File: config.mk
export PLATFORM = sky130hd
export DESIGN_NAME = demux_sched
export DESIGN_NICKNAME = d
export VERILOG_FILES = /design/src/rtl/demux_sched.sv
export SDC_FILE = /design/constraint.sdc
export NUM_CORES = 1
export LEC_CHECK = 0
export ABC_AREA = 1
export CORE_ASPECT_RATIO = 0.75
export CORE_MARGIN = 8
export CORE_UTILIZATION = 45
export CTS_CLUSTER_DIAMETER = 100
export DETAILED_ROUTE_END_ITERATION = 7
export PLACE_DENSITY = 0.7
export SLEW_MARGIN = 5
export SYNTH_ARGS = -nofsm -noshare
export SYNTH_HDL_FRONTEND = slang
export SYNTH_SLANG_ARGS = --single-unit
File: constraint.sdc
create_clock -name clk -period 5.1 [get_ports clk]
set_input_delay 0.51 -clock clk [delete_from_list [all_inputs] [get_ports clk]]
set_output_delay 0.51 -clock clk [all_outputs]
set_load 0.02 [all_outputs]
File: src/rtl/demux_sched.sv
// -----------------------------------------------------------------------------
// demux_sched
//   Routes single data bits to one of 16 output lanes. Each accepted bit is
//   held while the scheduler looks for an eligible lane (enabled and ready).
//   The lane is chosen either round-robin from a rotating pointer or fixed by
//   the address sampled with the bit. A bit that finds no lane within TIMEOUT
//   scan cycles is dropped. Delivered and dropped bits are counted in
//   saturating counters.
//
// Parameters
//   TIMEOUT     maximum scan cycles spent waiting for a lane (1..255)
//   CNT_W       width of the statistics counters
//
// Ports
//   clk         clock, all state updates on the rising edge
//   rst         asynchronous active-high reset
//   a           data bit to route
//   in_valid    a is valid this cycle
//   in_ready    block accepts a this cycle (transfer = in_valid & in_ready)
//   mode        sampled with a: 0 = round-robin, 1 = fixed lane addr
//   addr        target lane for mode=1, sampled with a
//   lane_en     static per-lane enable mask
//   lane_ready  per-lane "can take a bit now"
//   sel         index of the lane being driven, holds outside delivery
//   y           routed data, only bit sel may be set, during delivery
//   strb        one-hot delivery strobe, one cycle per delivered bit
//   busy        high while a bit is in flight (scan or delivery)
//   sent_cnt    delivered-bit count, saturating
//   drop_cnt    timed-out-bit count, saturating
// -----------------------------------------------------------------------------
module demux_sched #(
  parameter int TIMEOUT = 16,
  parameter int CNT_W   = 8
) (
  input  logic             clk,
  input  logic             rst,
  input  logic             a,
  input  logic             in_valid,
  output logic             in_ready,
  input  logic             mode,
  input  logic [3:0]       addr,
  input  logic [15:0]      lane_en,
  input  logic [15:0]      lane_ready,
  output logic [3:0]       sel,
  output logic [15:0]      y,
  output logic [15:0]      strb,
  output logic             busy,
  output logic [CNT_W-1:0] sent_cnt,
  output logic [CNT_W-1:0] drop_cnt
);

  typedef enum logic [1:0] {
    ST_IDLE    = 2'd0,
    ST_SCAN    = 2'd1,
    ST_DELIVER = 2'd2
  } state_t;

  // Wait-counter value of the final scan cycle before the bit is dropped.
  localparam logic [7:0] LP_WAIT_LAST = 8'(TIMEOUT - 1);

  state_t             r_state;
  state_t             w_next;

  logic               r_bit;
  logic               r_mode;
  logic [3:0]         r_addr;
  logic [7:0]         r_wait;
  logic [3:0]         r_ptr;
  logic [3:0]         r_sel;
  logic [15:0]        r_y;
  logic [15:0]        r_strb;
  logic [CNT_W-1:0]   r_sent;
  logic [CNT_W-1:0]   r_drop;

  logic [15:0]        w_elig;
  logic               w_found;
  logic [3:0]         w_pick;
  logic               w_xfer;
  logic               w_idle_rdy;

  function automatic logic [CNT_W-1:0] sat_inc(input logic [CNT_W-1:0] v);
    return (&v) ? v : v + 1'b1;
  endfunction

  // First eligible lane starting at ptr and wrapping through 15 -> 0.
  // Returns {found, index}.
  function automatic logic [4:0] rr_pick(input logic [15:0] elig,
                                         input logic [3:0]  ptr);
    logic       found;
    logic [3:0] idx;
    logic [3:0] pick;
    found = 1'b0;
    pick  = 4'd0;
    for (int i = 0; i < 16; i++) begin
      idx = ptr + 4'(i);
      if (!found && elig[idx]) begin
        found = 1'b1;
        pick  = idx;
      end
    end
    return {found, pick};
  endfunction

  // Lane eligibility follows lane_en/lane_ready live during scan; the choice
  // is latched into sel/strb/y on the scan->deliver edge, so changes while
  // delivering have no effect.
  always_comb begin
    w_elig  = lane_en & lane_ready;
    w_found = 1'b0;
    w_pick  = 4'd0;
    if (r_mode) begin
      w_found = w_elig[r_addr];
      w_pick  = r_addr;
    end else begin
      {w_found, w_pick} = rr_pick(w_elig, r_ptr);
    end
  end

  // in_ready is gated by rst so nothing is accepted while reset is held.
  assign w_idle_rdy = (r_state == ST_IDLE) && (lane_en != 16'h0000) && !rst;
  assign w_xfer     = in_valid && w_idle_rdy;

  always_comb begin
    w_next = r_state;
    case (r_state)
      ST_IDLE: begin
        if (w_xfer) begin
          w_next = ST_SCAN;
        end
      end
      ST_SCAN: begin
        // A lane found in the last scan cycle wins over the timeout.
        if (w_found) begin
          w_next = ST_DELIVER;
        end else if (r_wait == LP_WAIT_LAST) begin
          w_next = ST_IDLE;
        end
      end
      ST_DELIVER: begin
        w_next = ST_IDLE;
      end
      default: begin
        w_next = ST_IDLE;
      end
    endcase
  end

  always_ff @(posedge clk or posedge rst) begin
    if (rst) begin
      r_state <= ST_IDLE;
    end else begin
      r_state <= w_next;
    end
  end

  // Captured bit and routing request; only meaningful once a transfer has
  // happened, so they carry no reset.
  always_ff @(posedge clk) begin
    if (w_xfer) begin
      r_bit  <= a;
      r_mode <= mode;
      r_addr <= addr;
    end
  end

  always_ff @(posedge clk or posedge rst) begin
    if (rst) begin
      r_wait <= 8'd0;
      r_ptr  <= 4'd0;
      r_sel  <= 4'd0;
      r_y    <= 16'h0000;
      r_strb <= 16'h0000;
      r_sent <= '0;
      r_drop <= '0;
    end else begin
      case (r_state)
        ST_IDLE: begin
          if (w_xfer) begin
            r_wait <= 8'd0;
          end
        end
        ST_SCAN: begin
          if (w_found) begin
            r_sel  <= w_pick;
            r_strb <= 16'h0001 << w_pick;
            r_y    <= {15'h0000, r_bit} << w_pick;
          end else if (r_wait == LP_WAIT_LAST) begin
            r_drop <= sat_inc(r_drop);
          end else begin
            r_wait <= r_wait + 8'd1;
          end
        end
        ST_DELIVER: begin
          r_strb <= 16'h0000;
          r_y    <= 16'h0000;
          r_sent <= sat_inc(r_sent);
          // Fixed-lane deliveries leave the round-robin pointer alone.
          if (!r_mode) begin
            r_ptr <= r_sel + 4'd1;
          end
        end
        default: begin
        end
      endcase
    end
  end

  assign in_ready = w_idle_rdy;
  assign busy     = (r_state != ST_IDLE);
  assign sel      = r_sel;
  assign y        = r_y;
  assign strb     = r_strb;
  assign sent_cnt = r_sent;
  assign drop_cnt = r_drop;

endmodule

==> summary.md, run 1 <==
* sky130_fd_sc_hd__dfrtp_1 — leading register cell type out of synthesis
* 890 — Mapped Nets
* r_ptr[2]$_DFFE_PP0P_ — startpoint of the most critical register-to-register path
* sky130_fd_sc_hd__nand2_1 — most used cell, CP
* 5554 µm² — Syn Std Cell Area
* 72 — number of synthesized register bits
* 91.67% — share of flip-flops with an asynchronous set or reset
* 0 — number of antenna violations at the first check in global routing
* 0 — # diodes
* built — clock tree from TritonCTS
* 45.43% — Slew headroom
* met1 — busiest layer in global routing
* 0 — Max-Cap Viols
* false — unrepaired setup endpoints after global routing
* 0 — # DRC
* 0.2200 GHz — fmax
* 95 — number of primary I/O pins
* register — type of origin of the critical path
* 0 — # hold bufs at CTS
* 0 — number of hold-slack violations in the final timing report
* 1,095 — final instance count without filler cells
* inv_2 -> ha_1 -> inv_1 -> nand3_1 -> nand3_1 -> nand2_1 -> nand3_2 -> nor2_4 -> nand4_2 -> nor2_4 -> nand4_4 -> nor2_2 -> nand4_1 -> o21ai_1 -> nand2_1 -> nand2_2 -> inv_4 -> nor2_4 -> nand2_1 -> nand2_1 — cells traversed along the worst timing path
* 0 — sum of overflow across all layers after global routing
* 36 — peak fanout along the critical path
* 15.43 µm — average detailed-routed wire length per instance
* 13.14 mm — DP Wirelength
* 5 — DRT Pass-1 Iters
* 3 — Crit path buffers/inverters
* 976 — nets
* 35 — Cell Rows
* 2 — maximum clock insertion buffer count
* simple AND/OR/NAND/NOR gates — Crit path max-delay family
* 3.499 nW — leakage power
* 0 ns — total negative setup slack
* 16.90 mm — Routed Wire Length
* 6954 µm² — final standard cell area without fillers
* 4.82 ns — data arrival time at the worst-slack endpoint
* 0 — final number of max-transition violations
* sky130_fd_sc_hd__dfrtp_1 — cell taking the most area after synthesis
* 72 — sink count of the clock tree
* 9 — TritonCTS Buffers
* 0.33 ns — clock insertion delay at the later pin of the skew report
* 5.417 — vias per cell
* 31.61% — grt met1 use
* 67 — maximum number of pins on one net before global-route repair
* 144.3 µm — Die Width
* 6.234% — global-route track usage on met3
* 28.01 mm — global-route wire length before repair
* 838 — number of standard cells after synthesis
* reg -> reg — critical path class
* 50 — post-synth cell types
* 0 — total of cells resized after clock tree synthesis
* 0.6026 ns — Worst Setup Slack post-DPL
* 20 — count of cell instances traversed by the critical path
* 6 — number of synthesized flops with an enable pin
* 6599 µm² — area after detailed placement
* 1,079 — post-placement cell count
* 0 — count of synthesis-stage warnings from yosys
* 12,170 µm² — Core Area
* 4.546 ns — Period minus WS final
* 20 — worst reg2reg path depth
* 0.8185 ns — worst slew pin tran
* register — capturing element type of the critical path
* 6.459% — fraction of final layout cells sized beyond drive strength 1
* 16,190 µm² — die area
* 0.9467 — routability congestion estimate from global placement
* 30.11% — met2 usage
* 5.37 ns — required time at the worst-slack endpoint
* r_ptr[2]$_DFFE_PP0P_ — launch point of the worst path
* 0.003848 ns — Worst Clk Skew
* 29.74% — portion of synthesized cell area occupied by the leading cell type
* 45.62% — initial standard-cell utilization of the core
* 112.2 µm — die height
* 0 — Post-CTS Setup Bufs
* 0.73 ns — largest incremental delay on the critical path
* sky130_fd_sc_hd__clkbuf_16 — buffer cell driving the clock tree root
* sky130_fd_sc_hd__dfrtp_1, sky130_fd_sc_hd__nand2_1, sky130_fd_sc_hd__nand3_1, sky130_fd_sc_hd__inv_1, sky130_fd_sc_hd__nand4_1 — cell types occupying the most area after synthesis
* completed — outcome
* 94 — port buffer count
* 25.21% — synth-to-layout area growth
* 0 — count of final setup violators
* 0.05 ns — clock input transition at the sequential cells of the worst setup and hold paths
* 719.2 nW/µm² — Power Dens Cells
* 0.5540 ns — final worst-path setup slack
* 0 — count of nets left with antenna violations after detail routing
* 5,932 — total via count after detailed routing
* sky130_fd_sc_hd__dfrtp_1 — library cell contributing the largest single delay on the critical path
* reg -> reg — class of the worst hold path
* 32.98% — sequential-to-total area share from yosys stat
* 6.628 µm² — Avg Cell Area, Syn
* strb[15]$_DFFE_PP0P_ — endpoint of the most critical setup path
* 3 — number of levels in the clock H-tree
* strb[15]$_DFFE_PP0P_ — r2r endpoint
* 89.14% — final critical-path share of the clock period
* 487 — Starting DRT DRC Count
* 5,475 — number of global-route vias before repair
* 21.57% — total track usage
* 0.55 ns — R2R Setup Slk
* 0.0004503 V — maximum vdd drop
-- metal layers --
metal	share of wire, %	wire length, µm
met3	11	1846
met5	0	0
met2	42	7057
met4	1.0	174
met1	46	7823
-- cell usage after synthesis (2+ instances only) --
cell type / n
sky130_fd_sc_hd__nor2_2: 5
sky130_fd_sc_hd__o21ai_2: 3
sky130_fd_sc_hd__buf_6: 5
sky130_fd_sc_hd__ha_1: 11
sky130_fd_sc_hd__a21oi_1: 15
sky130_fd_sc_hd__nor2_4: 4
sky130_fd_sc_hd__o21ai_0: 19
sky130_fd_sc_hd__dfrtp_1: 66
sky130_fd_sc_hd__nand4_1: 36
sky130_fd_sc_hd__xor2_1: 17
sky130_fd_sc_hd__nand2_2: 6
sky130_fd_sc_hd__nor3_1: 10
sky130_fd_sc_hd__nand3_1: 141
sky130_fd_sc_hd__buf_2: 14
sky130_fd_sc_hd__nor4_1: 4
sky130_fd_sc_hd__clkbuf_1: 4
sky130_fd_sc_hd__nor2_1: 60
sky130_fd_sc_hd__edfxtp_1: 6
sky130_fd_sc_hd__o21ai_1: 6
sky130_fd_sc_hd__xnor2_1: 5
sky130_fd_sc_hd__nand2_1: 288
sky130_fd_sc_hd__buf_1: 2
sky130_fd_sc_hd__a31oi_1: 4
sky130_fd_sc_hd__inv_2: 7
sky130_fd_sc_hd__inv_1: 73
sky130_fd_sc_hd__a221oi_1: 3
-- kinds of logic after synthesis --
kind of cell | synth area share, %
flops | 32.98
fa+ha+maj | 2.478
buf+inv | 8.403
simple gates | 45.39
xor+xnor | 3.762
mux | 0.3830
compound gates | 6.601
-- final cells by class --
type	count	area, µm²
clock inverter	5	102.6
multi-input combinational	658	3256
inverter	82	310.3
timing repair buffer	101	993.5
fill	1193	5220
tap	166	207.7
sequential	72	1832
clock buffer	11	252.7
-- worst min-delay path by stage --
| stage | start | to | slack (ns) | cells after the start |
|---|---|---|---|---|
| after floorplan | r_wait[2]$_DFFE_PP0P_ | r_wait[2]$_DFFE_PP0P_ | 0.50 | 2 |
| after global placement | y[4]$_DFFE_PP0P_ | y[4]$_DFFE_PP0P_ | 0.47 | 2 |
| after detailed placement | y[9]$_DFFE_PP0P_ | y[9]$_DFFE_PP0P_ | 0.47 | 2 |
| after CTS | y[4]$_DFFE_PP0P_ | y[4]$_DFFE_PP0P_ | 0.48 | 2 |
| after global routing | y[2]$_DFFE_PP0P_ | y[2]$_DFFE_PP0P_ | 0.49 | 2 |
| final | y[9]$_DFFE_PP0P_ | y[9]$_DFFE_PP0P_ | 0.48 | 2 |
-- worst register-to-register path: cells and delay by family (launching register included) --
kind	cells	cell delay, ns
and+or+nand+nor	15	2.56
AOI/OAI and AO/OA	1	0.16
adders and majority gates	1	0.47
DFF	1	0.73
buffers and inverters	3	0.55
-- per-stage QoR --
step	hold slack, ns	utilization, %	total power, W
floorplan	0.5012	-	0.003274
global placement	0.4656	54.20	0.004191
detailed placement	0.4666	54.20	0.004200
CTS	0.4810	57.12	0.004958
global route	0.4918	57.12	0.005444
finish	0.4761	57.12	0.005001
-- layout by cell type, fill, tap and decap left out, types with 4 or more instances in the layout --
cell type and n:
sky130_fd_sc_hd__nand2_1 288, sky130_fd_sc_hd__nand3_1 141, sky130_fd_sc_hd__clkdlybuf4s50_1 94, sky130_fd_sc_hd__inv_1 72, sky130_fd_sc_hd__dfrtp_1 66, sky130_fd_sc_hd__nor2_1 60
sky130_fd_sc_hd__nand4_1 36, sky130_fd_sc_hd__o21ai_0 19, sky130_fd_sc_hd__xor2_1 17, sky130_fd_sc_hd__a21oi_1 15, sky130_fd_sc_hd__ha_1 11, sky130_fd_sc_hd__nor3_1 10
sky130_fd_sc_hd__clkbuf_16 9, sky130_fd_sc_hd__inv_2 8, sky130_fd_sc_hd__buf_4 7, sky130_fd_sc_hd__nand2_2 6, sky130_fd_sc_hd__o21ai_1 6, sky130_fd_sc_hd__edfxtp_1 6
sky130_fd_sc_hd__xnor2_1 5, sky130_fd_sc_hd__nor2_2 5, sky130_fd_sc_hd__nor2_4 4, sky130_fd_sc_hd__a31oi_1 4, sky130_fd_sc_hd__nor4_1 4
-- state kept, by name, summed over array words and instances, names as in the netlist --
register  cells
drop_cnt      8
r_state       2
strb         16
r_mode        1
r_bit         1
sent_cnt      8
sel           4
y            16
r_wait        8
r_addr        4
r_ptr         4
-- report_power, final --
part / switching [W] / internal, W
Combinational: 0.00240 / 0.00105
Sequential: 0.000118 / 0.000698
Clock: 0.000232 / 0.000503
Total: 0.00275 / 0.00226
Power figures use the tool's default switching activity.
==> inputs of run 2 (changes only) <==
Settings changed: HOLD_SLACK_MARGIN set to 0.08.
==> results of run 2 <==
The final DEF is identical to that of run 1; final timing and power are the same.
